## src/rtl/abbuf_feed_ctrl.sv

```systemverilog
// abbuf_feed_ctrl: sequences one systolic feed run out of the ab input buffer,
// counts issued words, and shares the buffer's single read port with host
// readback (host has priority; a host access in RUN steals that feed cycle).
module abbuf_feed_ctrl #(
  parameter int ADR_W = 10,
  parameter int LEN_W = 10
) (
  input  logic             clk,
  input  logic             rst_n,
  input  logic             cmd_start,
  input  logic [LEN_W-1:0] cmd_len,
  input  logic             cmd_abort,
  input  logic             ff,
  input  logic             host_rreq,
  input  logic [ADR_W-1:0] host_radr,
  output logic             start,
  output logic             sys_running,
  output logic             ren,
  output logic [ADR_W-1:0] abbus_radr,
  output logic             host_rack,
  output logic             host_rvalid,
  output logic             busy,
  output logic             done,
  output logic             aborted,
  output logic [LEN_W-1:0] word_cnt
);

  localparam logic [2:0] ST_IDLE  = 3'd0;
  localparam logic [2:0] ST_INIT  = 3'd1;
  localparam logic [2:0] ST_RUN   = 3'd2;
  localparam logic [2:0] ST_DRAIN = 3'd3;
  localparam logic [2:0] ST_FIN   = 3'd4;

  logic [2:0]       state_r;
  logic [2:0]       state_nxt_s;
  logic [LEN_W-1:0] len_r;
  logic [LEN_W-1:0] cnt_r;
  logic [LEN_W-1:0] cnt_inc_s;
  logic             feed_s;
  logic             issue_s;
  logic             last_s;
  logic             abort_s;
  logic             accept_s;
  logic             ren_s;
  logic             start_r;
  logic             busy_r;
  logic             done_r;
  logic             aborted_r;
  logic             rvalid_r;

  assign cnt_inc_s = cnt_r + {{(LEN_W-1){1'b0}}, 1'b1};
  // The feed only drives the array in RUN and only when the host is not
  // stealing the read port this cycle.
  assign feed_s    = (state_r == ST_RUN) & ~host_rreq;
  assign issue_s   = feed_s & ~ff;
  assign last_s    = issue_s & (cnt_inc_s == len_r);
  assign abort_s   = cmd_abort & (state_r != ST_IDLE);
  assign accept_s  = cmd_start & (state_r == ST_IDLE);

  // Read-port ownership: host served in every state except INIT, so start
  // and ren are never asserted together. Gated by rst_n so the port is
  // released immediately while reset is held.
  always_comb begin
    ren_s = 1'b0;
    case (state_r)
      ST_IDLE, ST_RUN, ST_DRAIN, ST_FIN: ren_s = host_rreq & rst_n;
      ST_INIT:                          ren_s = 1'b0;
      default:                          ren_s = 1'b0;
    endcase
  end

  // Run sequencing: abort overrides everything outside IDLE.
  always_comb begin
    state_nxt_s = ST_IDLE;
    case (state_r)
      ST_IDLE: begin
        if (cmd_start) state_nxt_s = ST_INIT;
        else           state_nxt_s = ST_IDLE;
      end
      ST_INIT: begin
        if (cmd_abort)                   state_nxt_s = ST_IDLE;
        else if (len_r == {LEN_W{1'b0}}) state_nxt_s = ST_DRAIN;
        else                             state_nxt_s = ST_RUN;
      end
      ST_RUN: begin
        if (cmd_abort)   state_nxt_s = ST_IDLE;
        else if (last_s) state_nxt_s = ST_DRAIN;
        else             state_nxt_s = ST_RUN;
      end
      ST_DRAIN: begin
        if (cmd_abort) state_nxt_s = ST_IDLE;
        else           state_nxt_s = ST_FIN;
      end
      ST_FIN:  state_nxt_s = ST_IDLE;
      default: state_nxt_s = ST_IDLE;
    endcase
  end

  // State register plus status outputs decoded from the next state so they
  // leave the block straight from flops.
  always_ff @(posedge clk or negedge rst_n) begin
    if (!rst_n) begin
      state_r   <= ST_IDLE;
      start_r   <= 1'b0;
      busy_r    <= 1'b0;
      done_r    <= 1'b0;
      aborted_r <= 1'b0;
    end else begin
      state_r   <= state_nxt_s;
      start_r   <= (state_nxt_s == ST_INIT);
      busy_r    <= (state_nxt_s != ST_IDLE);
      done_r    <= (state_nxt_s == ST_FIN);
      aborted_r <= abort_s;
    end
  end

  // Run length latch and issued-word counter; the abort cycle does not count.
  always_ff @(posedge clk or negedge rst_n) begin
    if (!rst_n) begin
      len_r <= {LEN_W{1'b0}};
      cnt_r <= {LEN_W{1'b0}};
    end else if (accept_s) begin
      len_r <= cmd_len;
      cnt_r <= {LEN_W{1'b0}};
    end else if (issue_s && !cmd_abort) begin
      cnt_r <= cnt_inc_s;
    end
  end

  // Host data appears on ab_in one cycle after the read, matching the buffer.
  always_ff @(posedge clk or negedge rst_n) begin
    if (!rst_n) rvalid_r <= 1'b0;
    else        rvalid_r <= ren_s;
  end

  assign start       = start_r;
  assign sys_running = feed_s;
  assign ren         = ren_s;
  assign host_rack   = ren_s;
  assign abbus_radr  = ren_s ? host_radr : {ADR_W{1'b0}};
  assign host_rvalid = rvalid_r;
  assign busy        = busy_r;
  assign done        = done_r;
  assign aborted     = aborted_r;
  assign word_cnt    = cnt_r;

endmodule

```

## config.mk

```make
export PLATFORM = sky130hd
export DESIGN_NAME = abbuf_feed_ctrl
export DESIGN_NICKNAME = d
export VERILOG_FILES = /design/src/rtl/abbuf_feed_ctrl.sv
export SDC_FILE = /design/constraint.sdc
export NUM_CORES = 1
export LEC_CHECK = 0
export CORE_MARGIN = 5
export CORE_UTILIZATION = 35
export DETAILED_ROUTE_END_ITERATION = 8
export PLACE_DENSITY = 0.79
export REMOVE_ABC_BUFFERS = 1
export SYNTH_ARGS = -nofsm -noshare
export SYNTH_HDL_FRONTEND = slang
export SYNTH_SLANG_ARGS = --single-unit
```

## constraint.sdc

```tcl
create_clock -name clk -period 2.2 [get_ports clk]
set_clock_uncertainty 0.2 [all_clocks]
set_input_delay 0.33 -clock clk [delete_from_list [all_inputs] [get_ports clk]]
set_output_delay 0.33 -clock clk [all_outputs]
set_load 0.1 [all_outputs]
```

==> results.py, run 1 <==
metrics = {
    "critical_path": {
        "crit_type": "reg2out",
        "end_kind": "output pin",
        "start_kind": "flop",
        "worstPathArrival_ps": 1610,
        "required_ps": 1670,
        "critPathMaxFanout": 6,
        "path_buf_inv": 2,
        "cp_slowest_cell": "dfrtp_1",
        "rr_worst_depth": 5,
        "path_depth": 6,
        "slowest_delay_ps": 430,
        "crit_family": "flip-flops",
        "path_cells": "nand2b_1, nand3_1, a21oi_2, buf_4, and2_1, buf_12",
    },
    "clocking": {
        "path_clk_slew_ps": 100,
        "clock-sinks": 28,
        "cts_buffers": 3,
        "htree_levels": 1,
        "cts_tree": "built",
        "insertion_delay_ps": 280,
        "cts_buffer_depth": 2,
        "root_buffer": "clkbuf_8",
    },
    "layout": {
        "mostFrequentLayoutCells": "buf_4, dfrtp_1, clkdlybuf4s50_1",
        "drive_gt1_frac": 0.366,
        "insertedDiodeCount": 0,
        "final_common_cell": "buf_4",
        "area_growth_pct": 63.2,
        "layout.nets": 260,
        "final_util": 0.586,
        "design_area_um2": 2550,
    },
    "detailed_routing": {
        "dr.pass1.iters": 4,
        "wl_per_cell_um": 15.5,
        "drt_iter0_drc": 115,
        "vias": 1460,
        "via_per_inst": 5.14,
        "wl_um": 4400,
        "detail-route-antenna-nets": 0,
        "drc": 0,
    },
    "synth": {
        "synth_edf_count": 0,
        "async_flop_share": 1.00,
        "synth_cells": 157,
        "synth_cell_types": 41,
        "synth_seq_area_share": 0.448,
        "netlist_area_um2": 1560,
        "ys_seq_elements": 28,
        "ys_warn_count": 0,
        "syn_avg_cell_area_um2": 9.95,
        "synth_ff_type": "dfrtp_1",
    },
    "power": {
        "peakVddDrop_uv": 484,
        "p_comb_frac": 0.378,
        "switching_power_uw": 606,
        "power_frac_clock": 0.242,
        "p_sw_frac": 0.352,
        "power.share.sequential": 0.380,
        "leakage_uw": 0.00109,
        "p_int_uw": 1110,
        "finalPower_uw": 1720,
        "p_per_area_nw_per_um2": 674,
    },
    "grt": {
        "grt_pass1_wl_um": 7050,
        "grt_pass1_vias": 1422,
        "grt_overflow_total": 0,
        "grt_usage": 0.147,
        "grt_max_degree": 29,
        "antenna_found_initial": 0,
    },
    "timing": {
        "max_freq_ghz": 0.467,
        "finalSetupViolCount": 0,
        "drv_slew": 0,
        "finalHoldViolations": 0,
        "tightestPinTransition_ps": 428,
        "slew_headroom": 0.713,
        "fin_crit_sh": 0.974,
        "min_period_ps": 2140,
        "setup-tns-final_ps": 0,
    },
    "place": {
        "port_buffers": 53,
        "place_congestion": 0.852,
        "place_hpwl_um": 3460,
        "place_area_um2": 2400,
    },
    "min_path": {
        "hold_depth": 1,
        "holdCritPathClass": "reg2reg",
    },
    "floorplanning": {
        "ioPinCount": 54,
        "die_area_um2": 5900,
        "fp-row-count": 24,
        "initial_core_util": 0.359,
        "fp.coreArea_um2": 4350,
        "fp.dieH_um": 76.8,
        "die_w_um": 76.8,
    },
    "flow_run": {
        "drv_cap": 0,
    },
    "run_status": {
        "status": "finished clean",
    },
}
[cells by family (layout without fill, tap and decap cells)]
kind of cell             after synthesis  in the layout  synth area share
AO/OA/AOI/OAI                         28             28             0.114
XOR/XNOR                              14             14            0.0785
adder cells (fa/ha/maj)                1              1           0.00801
buffers and inverters                 10             85            0.0376
flip-flops                            28             28             0.448
multiplexers                          11             11            0.0785
AND/OR/NAND/NOR                       65             65             0.235
[synth_stat cells, types with 5 or more instances]
| cell type | number | area share |
|---|---|---|
| a21oi_1 | 5 | 0.016 |
| and2_1 | 12 | 0.048 |
| dfrtp_1 | 28 | 0.45 |
| mux2_2 | 10 | 0.072 |
| nand2_1 | 11 | 0.026 |
| nand3_1 | 6 | 0.019 |
| nor2_1 | 11 | 0.026 |
| o21ai_0 | 13 | 0.042 |
| xnor2_1 | 9 | 0.050 |
| xor2_1 | 5 | 0.028 |
[routing by layer]
metal	up-vias	track usage	wire length (um)
met2	41	0.246	2250
met3	7	0.0304	224
met5	-	0	0
met4	0	0.0472	60
li1	709	-	-
met1	703	0.187	1860
[through the flow]
| stage | hold WS (ps) | setup WS [ps] | instances |
|---|---|---|---|
| 4_1_cts | 331 | 1.64 | 279 |
| 3_5_place_dp | 327 | -180 | 274 |
| 6_report | 371 | 56.9 | 284 |
| 3_3_place_gp | 321 | -129 | 274 |
| 5_1_grt | 406 | -5.76 | 284 |
| 2_1_floorplan | -166 | -3120 | 149 |
[state kept, by name (all words and copies together) (netlist names)]
signal	flops
aborted	1
busy	1
host_rvalid	1
state_r	3
word_cnt	10
start	1
done	1
len_r	10
[repair_timing]
action                                 4_1_cts  5_1_grt
endpoints found under the hold margin        0       28
gates resized for setup                      2       15
cloned                                       0        1
buffers inserted                             1        3
hold buffers                                 0        1
setup endpoints to repair                    2       14
[final cells by class]
class	count	area, um^2
fillers	338	1800
repair buffers	79	872
multi-input cells	119	828
flip-flops and latches	28	706
well taps	52	65.1
clock buffers	3	41.3
clock inverters	1	30.0
inverters	2	7.51
[worst reg2reg max path, delay by kind of cell (launching register included)]
| kind | cells | cell delay, ps |
|---|---|---|
| and+or+nand+nor | 4 | 1190 |
| AOI/OAI and AO/OA | 1 | 200 |
| DFF | 1 | 430 |
[power groups by stage]
stage	Sequential [uW]	Combinational [uW]	Clock, uW
2_1_floorplan	742	298	0
3_3_place_gp	662	609	0
3_5_place_dp	664	620	0
4_1_cts	651	629	414
5_1_grt	664	684	438
6_report	653	650	416
[final timing paths]
check	from	to	slack (ps)
setup / recovery	state_r[0]	abbus_radr[7]	60
hold / removal	len_r[9]	len_r[9]	370
setup reg to reg	state_r[0]	state_r[0]	90
hold reg to reg	len_r[9]	len_r[9]	370
max in group asynchronous	rst_n	word_cnt[2]	1030
min in group asynchronous	rst_n	word_cnt[1]	480
Note: power is estimated with default switching activity, not from simulation.
==> run 2, diff against run 1 <==
- DONT_BUFFER_PORTS: default -> 1
- PLACE_DENSITY: 0.79 -> 0.61
- clock period: 2.2 -> 2.73 ns (I/O delays scaled with it)
==> results.py, run 2 (synthesis results as in run 1) <==
metrics = {
    "critical_path": {
        "end_kind": "flop",
        "timing.rr.start": "word_cnt[6]",
        "worstPathArrival_ps": 2650,
        "required_ps": 2710,
        "start_kind": "flop",
        "rr_worst_depth": 5,
        "crit_family": "flip-flops",
        "reg2reg_slack_ps": 60,
        "crit_type": "reg2reg",
        "cp_slowest_cell": "dfrtp_1",
        "timing.rr.end": "state_r[0]",
        "path_cells": "or2b_1, a211oi_1, nand4_1, or4_1, o41ai_2",
        "critPathMaxFanout": 3,
        "critPathLaunch": "word_cnt[6]",
        "slowest_delay_ps": 960,
        "path_buf_inv": 0,
    },
    "floorplanning": {
        "fp-row-count": 24,
        "die_area_um2": 5900,
        "ioPinCount": 54,
        "fp.coreArea_um2": 4350,
        "die_w_um": 76.8,
        "fp.dieH_um": 76.8,
        "initial_core_util": 0.359,
    },
    "grt": {
        "grt_overflow_total": 0,
        "grt_max_degree": 29,
        "antenna_found_initial": 0,
        "grt_pass1_vias": 1293,
        "grt_usage": 0.137,
        "grt_pass1_wl_um": 6670,
    },
    "timing": {
        "drv_slew": 0,
        "finalSetupViolCount": 0,
        "setup-tns-final_ps": 0,
        "tightestPinTransition_ps": 921,
        "finalHoldViolations": 0,
        "slew_headroom": 0.386,
        "min_period_ps": 2670,
        "grt_setup_unrepaired": "no",
        "max_freq_ghz": 0.374,
        "fin_crit_sh": 0.979,
    },
    "layout": {
        "fin_cells": 231,
        "design_area_um2": 2000,
        "layout.nets": 207,
        "final_util": 0.460,
        "drive_gt1_frac": 0.268,
        "insertedDiodeCount": 0,
        "area_growth_pct": 28.3,
        "mostFrequentLayoutCells": "dfrtp_1, o21ai_0, buf_4",
        "final_common_cell": "dfrtp_1",
    },
    "detailed_routing": {
        "drt_iter0_drc": 127,
        "drc": 0,
        "vias": 1272,
        "detail-route-antenna-nets": 0,
        "wl_per_cell_um": 17.3,
        "dr.pass1.iters": 4,
        "via_per_inst": 5.51,
        "wl_um": 4000,
    },
    "clocking": {
        "cts_buffer_depth": 2,
        "root_buffer": "clkbuf_8",
        "path_clk_slew_ps": 100,
        "cts_buffers": 3,
        "htree_levels": 1,
        "postCtsSetupBuffers": 0,
        "cts_tree": "built",
        "clock-sinks": 28,
        "insertion_delay_ps": 280,
    },
    "power": {
        "leakage_uw": 0.000824,
        "p_per_area_nw_per_um2": 598,
        "peakVddDrop_uv": 203,
    },
    "min_path": {
        "holdCritPathClass": "in2reg",
        "hold_depth": 1,
        "hold_end": "len_r[4]",
        "min-delay-start": "cmd_len[4]",
    },
    "place": {
        "place_hpwl_um": 3070,
        "dp.cells": 225,
        "port_buffers": 0,
        "place_area_um2": 1920,
        "place_congestion": 0.903,
    },
    "flow_run": {
        "drv_cap": 0,
    },
    "run_status": {
        "status": "finished clean",
    },
}
[run 2: worst max path at each step]
stage | to | slack, ps | cells after the start
after floorplan | abbus_radr[0] | -2670 | 4
after global placement | state_r[0] | 130 | 5
after detailed placement | state_r[0] | 50 | 5
after CTS | state_r[0] | 20 | 5
after global routing | state_r[0] | 40 | 5
final | state_r[0] | 60 | 5
[run 2: cell type report]
class                      count  area (um^2)
fill                         388         2350
multi-input combinational    119          820
sequential                    28          702
timing repair buffer          26          355
tap                           52         65.1
clock buffer                   4         55.1
inverter                       2         7.51
[run 2: power by group]
group | internal (uW) | leakage [uW] | switching [uW]
sequential | 470 | 0.000359 | 130
clock | 129 | 0.0000288 | 132
combinational | 146 | 0.000436 | 192
total | 745 | 0.000824 | 454
[run 2: metrics by stage]
| stage | worst slack [ps] | total power [uW] | hold WS (ps) |
|---|---|---|---|
| 4_1_cts | 21.5 | 1210 | 66.3 |
| 2_1_floorplan | -2670 | 838 | -86.1 |
| 5_1_grt | 36.5 | 1260 | 67.5 |
| 6_report | 56.0 | 1200 | 71.6 |
| 3_3_place_gp | 130 | 926 | -85.4 |
| 3_5_place_dp | 50.8 | 936 | -85.6 |
[run 2: timing repair]
action | CTS | global route
setup endpoints to repair | 0 | 1
gates resized for setup | 0 | 1
hold endpoints to repair | 28 | 0
hold buffers | 2 | 0
[run 2: metal layers]
metal,vias up,global-route usage,wire (um)
met4,0,0.0507,59
li1,594,-,-
met5,-,0,0
met1,629,0.170,1560
met2,44,0.235,2130
met3,5,0.0258,241
==> run 3, diff against run 2 <==
- CORE_MARGIN: 5 -> default
- CORE_UTILIZATION: 35 -> 55
- PLACE_DENSITY: 0.61 -> 0.82
==> results.py, run 3 (synthesis results as in run 1) <==
metrics = {
    "run_status": {
        "status": "finished clean",
    },
    "critical_path": {
        "cp_slowest_cell": "dfrtp_1",
        "start_kind": "flop",
        "worstPathArrival_ps": 2710,
        "end_kind": "flop",
        "crit_family": "flip-flops",
        "reg2reg_slack_ps": 50,
        "path_cells": "or2b_1, a211oi_1, nand4_1, or4_1, o41ai_2",
        "timing.rr.end": "state_r[0]",
        "path_buf_inv": 0,
        "slowest_delay_ps": 990,
        "crit_type": "reg2reg",
        "required_ps": 2770,
        "rr_worst_depth": 5,
        "critPathMaxFanout": 3,
        "timing.rr.start": "word_cnt[6]",
    },
    "grt": {
        "antenna_found_initial": 0,
        "grt_max_degree": 29,
        "grt_pass1_wl_um": 6040,
        "grt_overflow_total": 0,
        "grt_pass1_vias": 1254,
        "grt_usage": 0.254,
    },
    "power": {
        "finalPower_uw": 1200,
        "peakVddDrop_uv": 566,
        "p_per_area_nw_per_um2": 637,
        "leakage_uw": 0.000804,
    },
    "timing": {
        "finalHoldViolations": 0,
        "drv_slew": 0,
        "slew_headroom": 0.374,
        "fin_crit_sh": 0.980,
        "grt_setup_unrepaired": "no",
        "tightestPinTransition_ps": 938,
        "setup-tns-final_ps": 0,
        "finalSetupViolCount": 0,
        "min_period_ps": 2680,
        "max_freq_ghz": 0.374,
    },
    "detailed_routing": {
        "wl_per_cell_um": 18.0,
        "wl_um": 3800,
        "met2_length_um": 1950,
        "detail-route-antenna-nets": 0,
        "route.met3.wl_um": 233,
        "top_layer_used": "met4",
        "dr.pass1.iters": 4,
        "via_per_inst": 6.11,
        "drc": 0,
        "drt_iter0_drc": 53,
        "vias": 1289,
        "wl_met1_um": 1570,
    },
    "floorplanning": {
        "initial_core_util": 0.603,
        "die_w_um": 55.3,
        "die_area_um2": 3060,
        "ioPinCount": 54,
        "fp.dieH_um": 55.3,
        "fp-row-count": 18,
        "fp.coreArea_um2": 2590,
    },
    "min_path": {
        "holdCritPathClass": "in2reg",
        "hold_depth": 1,
        "hold_end": "len_r[5]",
        "min-delay-start": "cmd_len[5]",
    },
    "layout": {
        "area_growth_pct": 20.3,
        "fillers": 185,
        "mostFrequentLayoutCells": "dfrtp_1, buf_4, o21ai_0",
        "design_area_um2": 1880,
        "layout.nets": 209,
        "drive_gt1_frac": 0.265,
        "final_common_cell": "dfrtp_1",
        "register_area_um2": 702,
        "fin_cells": 211,
        "insertedDiodeCount": 0,
        "multiInputGateArea_um2": 820,
    },
    "clocking": {
        "clock-sinks": 28,
        "cts_buffers": 3,
        "htree_levels": 1,
        "insertion_delay_ps": 320,
        "root_buffer": "clkbuf_4",
        "cts_tree": "built",
        "path_clk_slew_ps": 150,
        "cts_buffer_depth": 2,
    },
    "flow_run": {
        "drv_cap": 0,
    },
    "place": {
        "dp.cells": 203,
        "place_hpwl_um": 2850,
        "port_buffers": 0,
        "place_congestion": 0.975,
        "place_area_um2": 1780,
    },
}
[run 3: layout make-up]
type,count,area share
Clock buffer,3,0.0120
Tap cell,30,0.0200
Clock inverter,1,0.0160
Timing Repair Buffer,28,0.138
Inverter,2,0.00399
Multi-Input combinational cell,119,0.436
Sequential cell,28,0.374
[run 3: where the power goes]
group / internal (uW) / switching, uW / leakage, uW
combinational: 132 / 189 / 0.000416
sequential: 470 / 136 / 0.000359
clock: 148 / 121 / 0.0000279
[run 3: worst max-delay path by stage]
| stage | startpoint | to | depth (start not counted) |
|---|---|---|---|
| final | word_cnt[6] | state_r[0] | 5 |
| after global routing | word_cnt[6] | state_r[0] | 5 |
| after global placement | word_cnt[6] | state_r[0] | 5 |
| after floorplan | state_r[1] | abbus_radr[0] | 4 |
| after CTS | word_cnt[6] | state_r[0] | 5 |
| after detailed placement | word_cnt[6] | state_r[0] | 5 |
[run 3: repair_timing]
action	CTS	global route
setup buffers	0	0
endpoints found under the setup margin	0	1
endpoints found under the hold margin	29	1
hold buffers	3	1
gates resized for setup	0	1
[run 3: layer usage]
metal,track usage,vias to the layer above
met4,0.0786,0
li1,-,602
met2,0.427,56
met5,0,-
met3,0.0375,6
met1,0.341,625
[run 3: per-stage QoR]
step / setup slack [ps] / utilization / hold slack (ps)
finish: 53.5 / 0.726 / 21.6
global route: 5.74 / 0.726 / 6.97
CTS: 43.4 / 0.721 / 12.4
detailed placement: 79.5 / 0.686 / -85.3
global placement: 118 / 0.686 / -85.5
floorplan: -2670 / - / -86.1
